<file path="config.mk">
export PLATFORM = sky130hd
export DESIGN_NAME = if_stage
export DESIGN_NICKNAME = d
export VERILOG_FILES = /design/src/rtl/if_stage_pkg.sv /design/src/rtl/pc_target.sv /design/src/rtl/if_stage.sv
export SDC_FILE = /design/constraint.sdc
export NUM_CORES = 1
export LEC_CHECK = 0
export CAP_MARGIN = 20
export CORE_UTILIZATION = 35
export CTS_CLUSTER_SIZE = 28
export DETAILED_ROUTE_END_ITERATION = 16
export GPL_TIMING_DRIVEN = 0
export RECOVER_POWER = 25
export SYNTH_ARGS = -nofsm -noshare
export SYNTH_HDL_FRONTEND = slang
export SYNTH_HIERARCHICAL = 1
export SYNTH_SLANG_ARGS = --single-unit
</file>
<file path="constraint.sdc">
create_clock -name clk -period 3.85 [get_ports clk]
set_input_delay 0.385 -clock clk [delete_from_list [all_inputs] [get_ports clk]]
set_output_delay 0.385 -clock clk [all_outputs]
set_load 0.02 [all_outputs]
</file>
<file path="src/rtl/if_stage_pkg.sv">
// if_stage_pkg: shared constants and FSM state encoding for the fetch stage.
package if_stage_pkg;
   localparam logic [31:0] NOP_INST_DEF = 32'h0000_0000;
   localparam logic [31:0] RESET_PC_DEF = 32'h0000_0000;
   typedef enum logic [1:0] {
      FETCH = 2'd0,
      KILL  = 2'd1,
      HELD  = 2'd2
   } if_state_t;
endpackage

</file>
<file path="src/rtl/pc_target.sv">
// pc_target: resolves control flow of the IF/ID instruction into a redirect flag and target PC.
module pc_target (
   input  logic        inst_valid,
   input  logic        stall,
   input  logic        jump,
   input  logic        jl,
   input  logic        jr,
   input  logic        branch,
   input  logic        bne,
   input  logic [25:0] target_instr,
   input  logic [15:0] imm16,
   input  logic [31:0] da,
   input  logic [31:0] db,
   input  logic [31:0] pc_plus4,
   output logic        redirect,
   output logic [31:0] target
);
   logic taken;
   always_comb begin
      taken    = branch & ((da == db) ^ bne);
      redirect = inst_valid & ~stall & (jr | jump | jl | taken);
      target   = jr ? da
               : (jump | jl) ? {pc_plus4[31:28], target_instr, 2'b00}
               : pc_plus4 + {{14{imm16[15]}}, imm16, 2'b00};
   end
endmodule

</file>
<file path="src/rtl/if_stage.sv">
// if_stage: PC, variable-latency imem handshake, skid buffer and IF/ID register.
module if_stage
   import if_stage_pkg::*;
#(
   parameter logic [31:0] RESET_PC = RESET_PC_DEF,
   parameter logic [31:0] NOP_INST = NOP_INST_DEF
) (
   input  logic        clk,
   input  logic        reset,
   input  logic        stall,
   output logic [31:0] imem_addr,
   output logic        imem_req,
   input  logic [31:0] imem_rdata,
   input  logic        imem_ready,
   output logic [31:0] inst,
   output logic [31:0] pc_plus4,
   output logic        inst_valid,
   input  logic        jump,
   input  logic        jl,
   input  logic        jr,
   input  logic        branch,
   input  logic        bne,
   input  logic [25:0] target_instr,
   input  logic [15:0] imm16,
   input  logic [31:0] da,
   input  logic [31:0] db
);
   if_state_t   state, state_n;
   logic [31:0] pc, pc_n, pc_pending, pend_n, skid_inst, skid_inst_n, skid_pc4, skid_pc4_n;
   logic [31:0] inst_n, pc4_n, pc_inc, target;
   logic        valid_n, redirect, bubble;

   pc_target u_pc_target (
      .inst_valid  (inst_valid),
      .stall       (stall),
      .jump        (jump),
      .jl          (jl),
      .jr          (jr),
      .branch      (branch),
      .bne         (bne),
      .target_instr(target_instr),
      .imm16       (imm16),
      .da          (da),
      .db          (db),
      .pc_plus4    (pc_plus4),
      .redirect    (redirect),
      .target      (target)
   );

   assign pc_inc    = pc + 32'd4;
   assign imem_addr = pc;
   assign imem_req  = ~reset & (state != HELD);

   always_comb begin
      state_n     = state;
      pc_n        = pc;
      pend_n      = pc_pending;
      skid_inst_n = skid_inst;
      skid_pc4_n  = skid_pc4;
      inst_n      = inst;
      pc4_n       = pc_plus4;
      valid_n     = inst_valid;
      bubble      = 1'b0;
      case (state)
         FETCH:
            if (imem_ready) begin
               if (redirect) begin
                  pc_n   = target;
                  bubble = 1'b1;
               end else if (stall) begin
                  skid_inst_n = imem_rdata;
                  skid_pc4_n  = pc_inc;
                  state_n     = HELD;
               end else begin
                  inst_n  = imem_rdata;
                  pc4_n   = pc_inc;
                  valid_n = 1'b1;
                  pc_n    = pc_inc;
               end
            end else if (redirect) begin
               pend_n  = target;
               state_n = KILL;
               bubble  = 1'b1;
            end else begin
               bubble = ~stall;
            end
         // The outstanding request must complete before the pending target is issued.
         KILL: begin
            if (imem_ready) begin
               pc_n    = pc_pending;
               state_n = FETCH;
            end
            bubble = ~stall;
         end
         HELD:
            if (!stall) begin
               state_n = FETCH;
               if (redirect) begin
                  pc_n   = target;
                  bubble = 1'b1;
               end else begin
                  inst_n  = skid_inst;
                  pc4_n   = skid_pc4;
                  valid_n = 1'b1;
                  pc_n    = skid_pc4;
               end
            end
         default: state_n = FETCH;
      endcase
      if (bubble) begin
         inst_n  = NOP_INST;
         valid_n = 1'b0;
      end
   end

   always_ff @(posedge clk) begin
      if (reset) begin
         state      <= FETCH;
         pc         <= RESET_PC;
         pc_pending <= RESET_PC;
         skid_inst  <= NOP_INST;
         skid_pc4   <= 32'd0;
         inst       <= NOP_INST;
         pc_plus4   <= 32'd0;
         inst_valid <= 1'b0;
      end else begin
         state      <= state_n;
         pc         <= pc_n;
         pc_pending <= pend_n;
         skid_inst  <= skid_inst_n;
         skid_pc4   <= skid_pc4_n;
         inst       <= inst_n;
         pc_plus4   <= pc4_n;
         inst_valid <= valid_n;
      end
   end
endmodule

</file>
==> run_results.csv, run 1 <==
group,metric,value,unit
clock_network,clk_path_buf_depth,2,
placed_design,portBuffers,244,
finish,fin_area,15700,um2
power,ir_drop,0.000349,V
placed_design,place_congestion,0.980,
route,drtPass1Iterations,5,
sta,finalCritPeriodShare,99.4,%
worst_setup_path,critical_path_required,4.22,ns
synthesis,synthFlopType,"dfxtp_1",
worst_setup_path,critPathArrivalTime,4.19,ns
route,drtIter0Drc,1254,
clock_network,cts_made_buffers,17,
placed_design,dp.cells,2258,
global_route,antenna_found_initial,0,
global_route,grt_max_degree,22,
worst_setup_path,cp_slowest_cell,"clkdlybuf4s50_1",
die,die_area,34700,um2
worst_setup_path,startpoint_type,"input port",
route,viasPerCell,5.69,
die,core-area,33500,um2
worst_setup_path,worst_setup_path_end_kind,"register",
placed_design,dp_hpwl,40500,um
sta,final_hold_viol_count,0,
worst_setup_path,path_max_fanout,10,
synthesis,yosys.cell_count.top_type,"nand2_1",
finish,num-fill-cells,3365,
clock_network,cts_hold_buf,0,
sta,rsz0062_at_grt,"false",
route,vias,13000,
run,cap_violations,0,
worst_setup_path,slowest_delay,0.44,ns
synthesis,synth-edff-count,0,
sta,fmax,261,MHz
die,fp.dieW,186,um
clock_network,cts_tree,"yes",
global_route,grt_overflow,0,
min_path,hold_path_class,"register to register",
global_route,grtUsageTotal,29.0,%
synthesis,synth_top_cell_by_area,"dfxtp_1",
synthesis,ys_top_cells_by_count,"265 x nand2_1, 195 x dfxtp_1, 170 x a21oi_1, 123 x nor2_1, 89 x clkbuf_1",
finish,fin_nets,2013,
finish,stdcell_count,2292,
synthesis,synthesis.instances,1566,
die,ios,245,
synthesis,synth_top_area_share,32.8,%
clock_network,cts_root_buffer,"clkbuf_16",
synthesis,synth_seq_area_share,32.8,%
worst_setup_path,crit_type,"input port to register",
global_route,grt_first_pass_wirelength,76800,um
power,power.leakage,5.84,nW
die,start_util,35.5,%
global_route,grt_pass1_vias,12500,
synthesis,async_flop_share,0,%
die,die_h,186,um
clock_network,clkSlewWorstSetupHoldPaths,0.08,ns
finish,drive_gt1_share,6.78,%
route,wirelength,51800,um
synthesis,synthTopCellsByArea,"dfxtp_1 33%, nand2_1 8.4%, a21oi_1 7.1%, xnor2_1 4.8%, a211oi_1 4.6%",
finish,final-seq-area,3910,um2
route,post-route-drc-count,0,
outcome,status,"completed",
route,ant_nets,0,
synthesis,synthesis.area,11900,um2
worst_setup_path,worstPathCellList,"clkdlybuf4s50_1, xnor2_1, nand4_1, nor4_1, nand2_1, xnor2_2, a21oi_4, nor3b_4, inv_1, clkbuf_2, buf_2, a211oi_1, a31oi_1, o211ai_1, a21oi_1",
finish,utilization,46.8,%
power,powerDensity,583,nW/um2
placed_design,dpl_cell_area,14900,um2
clock_network,clkSinkCount,195,
clock_network,htreeDepth,4,
sta,fin_crit,3.83,ns
sta,tightest_slew,1.02,ns
sta,setup_viol,0,
synthesis,ys_warn_count,6,
die,row_count,67,
synthesis,synth_cell_types,82,
finish,multiInputGateArea,7530,um2
synthesis,synth_seq_cells,195,
sta,finalMaxSlewViolations,0,
route,routedWlPerCell,22.6,um
sta,skew,0.0171,ns
clock_network,clock_latency,0.45,ns
sta,relSlewSlack,31.5,%
finish,synthToLayoutAreaGrowth,31.7,%
synthesis,syn_avg_cell_area,7.60,um2
finish,diodes,0,
synthesis,syn-num-nets,1748,
## logic make-up after synthesis
kind of cell               count (synthesis)  synth area share [%]
adders and majority gates                 35                  3.74
muxes                                     51                  4.33
and+or+nand+nor                          583                  22.6
xor gates and xnor gates                  80                  5.89
DFF                                      195                  32.8
AOI/OAI and AO/OA                        486                  26.0
buffers and inverters                    136                  4.63
## flip-flops by register name (all words and copies together) (netlist names)
| signal | cells |
|---|---|
| inst_valid | 1 |
| skid_pc4 | 32 |
| state | 2 |
| pc_pending | 32 |
| imem_addr | 32 |
| pc_plus4 | 32 |
| inst | 32 |
| skid_inst | 32 |
## area by class of cell
type                       instances  share of cell area [%]
tap                              448                    3.58
inverter                          14                   0.335
sequential                       195                    24.9
buffer                           122                    3.38
multi-input combinational       1235                    48.1
timing repair buffer             246                    15.7
clock buffer                      17                    2.71
clock inverter                    15                    1.34
## cell usage in the layout, fill, tap and decap left out, types with 20 or more instances in the layout
cell             instances
a211oi_1                72
a21o_1                  26
a21oi_1                169
a31oi_1                 28
and3_1                  24
buf_2                   23
clkbuf_1                68
clkbuf_2                20
clkdlybuf4s50_1        171
dfxtp_1                194
dlygate4sd3_1           72
ha_1                    34
mux2i_1                 47
nand2_1                265
nand3_1                 31
nand4_1                 27
nor2_1                 120
nor3_1                  36
o21ai_0                 70
xnor2_1                 63
## power breakdown
| part | internal, mW | switching [mW] |
|---|---|---|
| clock | 0.952 | 0.962 |
| sequential | 2.37 | 0.408 |
| combinational | 1.60 | 2.84 |
| total | 4.92 | 4.21 |
## final timing paths
| check | from | end | slack [ns] | cells after the start |
|---|---|---|---|---|
| min | skid_inst[5] | skid_inst[5] | 0.46 | 2 |
| max reg2reg | pc_plus4[3] | imem_addr[25] | 0.09 | 15 |
| min reg2reg | skid_inst[5] | skid_inst[5] | 0.46 | 2 |
| max | da[22] | imem_addr[13] | 0.02 | 15 |
## layer usage
| metal | routed length, um | vias up | share of wire, % | GRT usage, % |
|---|---|---|---|---|
| met2 | 22800 | 730 | 44 | 46.3 |
| met3 | 5060 | 140 | 9.8 | 8.71 |
| met1 | 21700 | 6007 | 42 | 35.7 |
| met4 | 2280 | 0 | 4.4 | 13.7 |
| li1 | - | 6156 | - | - |
| met5 | 0 | - | 0 | 0 |
## critical path, delay by kind of cell
family                 cells  cell delay [ns]
AO/OA/AOI/OAI              5             1.13
XOR/XNOR                   2             0.54
buffers and inverters      4             1.32
AND/OR/NAND/NOR            4             0.79
## per-stage QoR
| step | hold slack [ns] | setup slack, ns | TNS (ns) | total power, mW |
|---|---|---|---|---|
| 2_1_floorplan | 0.436 | 0.636 | 0 | 5.28 |
| 3_3_place_gp | 0.441 | -1.65 | -190.99 | 7.13 |
| 3_5_place_dp | 0.447 | -1.72 | -197.85 | 7.14 |
| 4_1_cts | 0.459 | 0.0310 | 0 | 9.09 |
| 5_1_grt | 0.466 | 0.00500 | 0 | 9.56 |
| 6_report | 0.457 | 0.0240 | 0 | 9.14 |
## repair_timing
item                                    CTS  global route
endpoints found under the setup margin  195           164
buffers inserted                          2             0
resized for setup                        28            30
hold endpoints to repair                  0             0
gates cloned                              0             0
pin swaps                                 1             0
(Power assumes the default switching activity.)
==> run 2: changes to the inputs <==
Settings changed: HOLD_SLACK_MARGIN from default to 0.05.
==> results of run 2 <==
No change in the layout: final DEF, timing and power equal those of run 1.
